--- config.mk ---
export PLATFORM = sky130hd
export DESIGN_NAME = manchester_tx_serial
export DESIGN_NICKNAME = d
export VERILOG_FILES = /design/src/rtl/manchester_tx_serial.sv
export SDC_FILE = /design/constraint.sdc
export NUM_CORES = 1
export LEC_CHECK = 0
export BUFFER_PORTS_ARGS = -buffer_cell sky130_fd_sc_hd__buf_2
export CELL_PAD_IN_SITES_DETAIL_PLACEMENT = 1
export CELL_PAD_IN_SITES_GLOBAL_PLACEMENT = 1
export CORE_MARGIN = 3
export CORE_UTILIZATION = 30
export DETAILED_ROUTE_END_ITERATION = 6
export MAX_ROUTING_LAYER = met4
export PLACE_DENSITY = 0.61
export SLEW_MARGIN = 30
export SYNTH_ARGS = -nofsm -noshare
export SYNTH_HDL_FRONTEND = slang
export SYNTH_SLANG_ARGS = --single-unit
--- constraint.sdc ---
create_clock -name clk -period 2.89 [get_ports clk]
set_input_delay 0.578 -clock clk [delete_from_list [all_inputs] [get_ports clk]]
set_output_delay 0.578 -clock clk [all_outputs]
set_load 0.01 [all_outputs]
--- src/rtl/manchester_tx_serial.sv ---
// Serial Manchester transmitter: valid/ready word in, framed Manchester line out
// (optional preamble, data, and a parity symbol when MANCH_PARITY_EN is defined).
module manchester_tx_serial #(
    parameter int DATA_W   = 8,
    parameter int HALF_CYC = 1,
    parameter int PRE_BITS = 0
) (
    input  logic              clk,
    input  logic              rst_n,
    input  logic              ena,
    input  logic [DATA_W-1:0] in_data,
    input  logic              in_valid,
    output logic              in_ready,
    input  logic              mode,
    input  logic              msb_first,
    output logic              tx_out,
    output logic              tx_en,
    output logic              busy,
    output logic              done
);
    // Handshake: a word is taken on a rising edge where in_valid && in_ready;
    // in_valid while in_ready is low is ignored and nothing is queued.

    localparam int HC_W    = $clog2(HALF_CYC) + 1;
    localparam int BIT_MAX = (PRE_BITS > DATA_W + 1) ? PRE_BITS : DATA_W + 1;
    localparam int BC_W    = $clog2(BIT_MAX);

    localparam logic [HC_W-1:0] HC_LAST   = HC_W'(HALF_CYC - 1);
    localparam logic [BC_W-1:0] PRE_LAST  = BC_W'((PRE_BITS > 0) ? PRE_BITS - 1 : 0);
    localparam logic [BC_W-1:0] DATA_LAST = BC_W'(DATA_W - 1);

    typedef enum logic [1:0] {
        IDLE,
        PRE,
        DATA
`ifdef MANCH_PARITY_EN
        , PAR
`endif
    } state_t;

    state_t            state;
    logic [DATA_W-1:0] shreg;
    logic              mode_r;
    logic              msb_r;
    logic [HC_W-1:0]   half_cnt;
    logic [BC_W-1:0]   bit_cnt;
    logic              second;
`ifdef MANCH_PARITY_EN
    logic              parity_r;
`endif

    logic first_in;
    logic start_bit;
    logic data_head;
    logic data_next;

    // First half of a symbol: IEEE sends ~b then b, Thomas sends b then ~b.
    function automatic logic first_half(input logic m, input logic b);
        return m ? b : ~b;
    endfunction

    assign first_in  = msb_first ? in_data[DATA_W-1] : in_data[0];
    assign start_bit = (PRE_BITS > 0) ? 1'b1 : first_in;
    assign data_head = msb_r ? shreg[DATA_W-1] : shreg[0];
    assign data_next = msb_r ? shreg[DATA_W-2] : shreg[1];

    assign in_ready = (state == IDLE) && ena;
    assign busy     = (state != IDLE);

    always_ff @(posedge clk or negedge rst_n) begin
        if (!rst_n) begin
            state    <= IDLE;
            shreg    <= '0;
            mode_r   <= 1'b0;
            msb_r    <= 1'b0;
            half_cnt <= '0;
            bit_cnt  <= '0;
            second   <= 1'b0;
            tx_out   <= 1'b0;
            tx_en    <= 1'b0;
            done     <= 1'b0;
`ifdef MANCH_PARITY_EN
            parity_r <= 1'b0;
`endif
        end else if (ena) begin
            done <= 1'b0;
            if (state == IDLE) begin
                if (in_valid) begin
                    shreg    <= in_data;
                    mode_r   <= mode;
                    msb_r    <= msb_first;
`ifdef MANCH_PARITY_EN
                    parity_r <= ^in_data;
`endif
                    if (PRE_BITS > 0) state <= PRE;
                    else              state <= DATA;
                    tx_out   <= first_half(mode, start_bit);
                    tx_en    <= 1'b1;
                    half_cnt <= '0;
                    bit_cnt  <= '0;
                    second   <= 1'b0;
                end
            end else if (half_cnt != HC_LAST) begin
                half_cnt <= half_cnt + HC_W'(1);
            end else begin
                half_cnt <= '0;
                if (!second) begin
                    second <= 1'b1;
                    tx_out <= ~tx_out;
                end else begin
                    // Symbol boundary: load the first half of the next bit or close the frame.
                    second <= 1'b0;
                    case (state)
                        PRE: begin
                            if (bit_cnt == PRE_LAST) begin
                                state   <= DATA;
                                bit_cnt <= '0;
                                tx_out  <= first_half(mode_r, data_head);
                            end else begin
                                bit_cnt <= bit_cnt + BC_W'(1);
                                tx_out  <= first_half(mode_r, bit_cnt[0]);
                            end
                        end
                        DATA: begin
                            if (msb_r) shreg <= {shreg[DATA_W-2:0], 1'b0};
                            else       shreg <= {1'b0, shreg[DATA_W-1:1]};
                            if (bit_cnt == DATA_LAST) begin
                                bit_cnt <= '0;
`ifdef MANCH_PARITY_EN
                                state   <= PAR;
                                tx_out  <= first_half(mode_r, parity_r);
`else
                                state   <= IDLE;
                                tx_out  <= 1'b0;
                                tx_en   <= 1'b0;
                                done    <= 1'b1;
`endif
                            end else begin
                                bit_cnt <= bit_cnt + BC_W'(1);
                                tx_out  <= first_half(mode_r, data_next);
                            end
                        end
                        default: begin
                            state   <= IDLE;
                            bit_cnt <= '0;
                            tx_out  <= 1'b0;
                            tx_en   <= 1'b0;
                            done    <= 1'b1;
                        end
                    endcase
                end
            end
        end
    end

endmodule

# Word-level counts from Yosys, hierarchy flattened
# Index checks and enable logic that the tools add are counted.
[word_totals]
inputBits = 14
regBits = 21
output_inout_bits = 5
wordCells = 89
[op_classes]
muxes = 51
n_reduce_logical = 13
add_sub_neg = 2
n_bitwise = 5
n_eq_ne = 8
[ops]
columns = ["op", "n"]
rows = [
  ["$mux 8", 6],
  ["$mux 1", 28],
  ["$mux 4", 6],
  ["$mux 2", 6],
  ["$reduce_and 6->1", 2],
  ["$pmux 4 s2", 1],
  ["$ne 3x3->1 const B", 2],
  ["$pmux 1 s2", 3],
  ["$reduce_and 3->1", 2],
  ["$reduce_bool 2->1", 3],
  ["$not 1->1", 5],
  ["$reduce_and 5->1", 1],
  ["$add 4x1->4 const B", 1],
  ["$eq 4x3->1 const B", 1],
  ["$logic_not 4->1", 1],
  ["$ne 2x2->1 const B", 2],
  ["$pmux 2 s2", 1],
  ["$reduce_and 4->1", 1],
  ["$eq 2x1->1 const B", 1],
  ["$eq 2x2->1 const B", 1],
  ["$logic_not 2->1", 1],
  ["$ne 2x1->1 const B", 1],
  ["$reduce_and 2->1", 1],
  ["$add 1x1->1 const B", 1],
  ["$logic_and 1x1->1", 1],
]

# Depth between registers and ports, before layout
[depth]
depth_word = 8
depth_mapped = 6
ltp_nobuf = 5

# Least setup slack after synthesis
# OpenSTA, ideal clock, no wires.
[synth_path]
path_kind = "input to output"
from = "in ena"
to = "out in_ready"
t_required_ns = 2.312
arrival_ns = 0.960
setup_slack_ns = 1.352
path_buffers = 1
cell_stages = 2
cell_sequence = "buf_4 nor2b_1"
[synth_between]
elab_chain_len = 1
[synth_rtl]
columns = ["item", "line_no", "source"]
rows = [
  ["from (decl)", "10", "input logic ena,"],
  ["$logic_and 1x1->1", "67", "assign in_ready = (state == IDLE) && ena;"],
  ["to (decl)", "13", "output logic in_ready,"],
]
# No other way between the ends.

# Final worst setup path
[layout_path]
from = "reg state[1]"
to = "out in_ready"
[layout_between]
elab_chain_len = 2
[layout_rtl]
columns = ["item", "line_no", "source"]
rows = [
  ["from (decl)", "41", "state_t state;"],
  ["from (signal assigned)", "72", "state <= IDLE;"],
  ["from (signal assigned)", "95", "if (PRE_BITS > 0) state <= PRE;"],
  ["from (signal assigned)", "96", "else state <= DATA;"],
  ["$logic_not 2->1", "67", ""],
  ["$logic_and 1x1->1", "67", ""],
]
# No other way between the ends.

==> out/results.txt <==
Die X-Extent: 63.76 µm
unrepaired setup endpoints after global routing: no
gpl congestion: 0.7573
MaxCap Viol Count: 0
HP Class: primary input to asynchronous set/reset pin
commonest cells after routing, fill and taps aside: 19 x nand2_1, 18 x dfrtp_1, 18 x buf_2, 15 x o21ai_0, 9 x mux2i_1
area grow syn2layout: 12.25%
Max rail drop VDD: 0.0003415 V
global-route wire length before repair: 3857 µm
Top Metal Used: met4
initial antenna violation count: 0
WP data arrival: 1500 ps
Sw Share: 0.4088
Syn Inst Count: 104
CTS max path bufs: 2
Psw: 474.2 µW
length of routed wiring on met1: 996 µm
Fill cells: 380
Initial Util: 0.3200
Tmin final: 2078 ps
antenna cells: 0
Cell Area, Synth: 0.001001 mm²
post-place setup slack: 1151 ps
fmax: 0.4813 GHz
WL final: 2231 µm
Final Hold Fails: 0
Std-Cell Rows: 20
Placeable Area: 0.003128 mm²
pin slew with the least headroom to its limit: 799.9 ps
kind of critical path: flip-flop to primary output
Internal: 685.7 µW
CP startpoint kind: flip-flop
die height: 63.76 µm
layout cells sized above 1: 0.2373
hpwl dp: 1658 µm
Crit Path Max Fanout: 28
vias in the first global route: 810
final net count: 134
Setup Skew: 8.072 ps
vias: 786
Leakage Power: 0.5329 nW
worst setup margin: 812.3 ps
GRT overflow: 0
DR vias/cell: 4.852
PortBufs: 18
Max Slew Vio Count: 0
gr usage total: 0.1249
cts hold-fix bufs: 0
Setup Viol. Count Final: 0
met2 routed WL: 1098 µm
Seq/Total Area, Yosys: 0.4500
Die Area: 0.004065 mm²
Multi-input gate area: 484.2 µm²
FF+latch count, synth: 18
Worst-path clk slew: 110 ps
DR DRC count: 0
Comb power frac: 0.408
post_cts resized: 0
status: finished, final reports clean
DRT iter0 DRCs: 27
routed length on met3: 110 µm
routed length per placed instance: 13.77 µm
clock power share: 0.137
Worst EP required: 2310 ps
Worst-Skew Late Latency: 300 ps
fin crit share: 0.7189
DR pass1 iterations: 4
Detail Route Antenna Nets: 0
Cell Pwr Density: 1032 mW/mm²
Synth Warn #: 0
register area: 450.4 µm²
Post-CTS Setup Bufs: 0
CTS Buf Count: 3
setup TNS: 0 ps
Slew HR: 0.4667
sequential power share: 0.454
Setup crit end kind: primary output
Yosys cell types: 26
commonest non-fill, non-tap cell in the layout: nand2_1
H-Tree Depth: 1
pin count of the biggest net entering global routing: 29
# IOs: 19
CTS Sinks: 18
syn_nets: 119
clk root buf: clkbuf_4
post-synthesis area per instance: 9.625 µm²
CTS tree: yes
-- state kept, by name (all words and copies together) (netlist names) --
signal   cells
shreg        8
bit_cnt      4
done         1
mode_r       1
msb_r        1
second       1
state        1
tx_out       1
-- layout make-up --
class | count | share of cell area
repair buffers | 18 | 0.08018
clock buffers | 4 | 0.03229
well taps | 44 | 0.04900
multi-input cells | 76 | 0.4310
flip-flops and latches | 18 | 0.4009
inverters | 2 | 0.006682
-- worst paths after layout --
| check | from | endpoint | slack, ps | cells past startpoint |
|---|---|---|---|---|
| worst max-delay path | state[1] | in_ready | 810 | 2 |
| worst min-delay path | rst_n | msb_r | 190 | 1 |
| worst max register to register | state[1] | bit_cnt[2] | 1200 | 4 |
| worst min register to register | shreg[7] | shreg[7] | 510 | 2 |
| max in group asynchronous | rst_n | tx_out | 2390 | 1 |
| min in group clk | shreg[7] | shreg[7] | 510 | 2 |
-- stage by stage --
stage / util / cells / total power, mW / hold WS, ps / instance area (µm²)
after global placement: 0.3476 / 158 / 0.9837 / 478.6 / 1087
final: 0.3592 / 162 / 1.160 / 189.5 / 1124
after detailed placement: 0.3476 / 158 / 1.019 / 492.2 / 1087
after floorplan: - / 104 / 0.9144 / 282.4 / 1001
after global routing: 0.3592 / 162 / 1.277 / 196.0 / 1124
after CTS: 0.3592 / 162 / 1.186 / 198.6 / 1124
-- power groups by stage --
stage / combinational (mW) / sequential, mW / clock (mW)
2_1_floorplan: 0.481 / 0.434 / 0
3_3_place_gp: 0.455 / 0.529 / 0
3_5_place_dp: 0.483 / 0.536 / 0
4_1_cts: 0.486 / 0.530 / 0.171
5_1_grt: 0.549 / 0.549 / 0.179
6_report: 0.473 / 0.527 / 0.159
-- logic make-up (layout without fill, tap and decap cells) --
kind of cell / Yosys count / after routing / synth area share
adder cells (fa/ha/maj): 1 / 1 / 0.01250
AND/OR/NAND/NOR: 33 / 33 / 0.1625
flip-flops: 18 / 18 / 0.4500
multiplexers: 13 / 13 / 0.1387
XOR/XNOR: 3 / 3 / 0.02625
AO/OA/AOI/OAI: 26 / 26 / 0.1438
buffers and inverters: 10 / 24 / 0.06625
-- routing by layer --
layer,up-vias,GRT usage
met5,-,-
met2,12,0.1982
met4,0,0.03235
met3,5,0.04921
met1,384,0.1484
li1,385,-
-- Yosys cell counts --
| library cell | number | area share |
|---|---|---|
| nand2_4 | 1 | 0.011 |
| inv_1 | 2 | 0.0075 |
| mux2_2 | 3 | 0.034 |
| a22o_1 | 2 | 0.018 |
| nand2b_1 | 2 | 0.012 |
| nand2_1 | 19 | 0.071 |
| buf_6 | 2 | 0.022 |
| nand4_1 | 1 | 0.0063 |
| xor2_1 | 1 | 0.0088 |
| xnor2_1 | 2 | 0.018 |
| buf_4 | 3 | 0.022 |
| nor2b_1 | 4 | 0.025 |
| buf_2 | 2 | 0.010 |
| o221ai_1 | 1 | 0.0088 |
| o21ai_1 | 6 | 0.030 |
| nand3_1 | 4 | 0.020 |
| o21ai_0 | 15 | 0.075 |
| a31oi_1 | 1 | 0.0063 |
| nand3b_1 | 1 | 0.0075 |
| ha_1 | 1 | 0.012 |
| o22ai_1 | 1 | 0.0063 |
| and2b_2 | 1 | 0.0088 |
| mux2_4 | 1 | 0.015 |
| dfrtp_1 | 18 | 0.45 |
| clkbuf_1 | 1 | 0.0037 |
| mux2i_1 | 9 | 0.090 |
-- critical path, stage by stage, from the launching register on --
cell and delay (ps):
dfrtp_1 880, nor2b_1 130, buf_2 180
No activity file was read; power rests on OpenSTA's default activity.
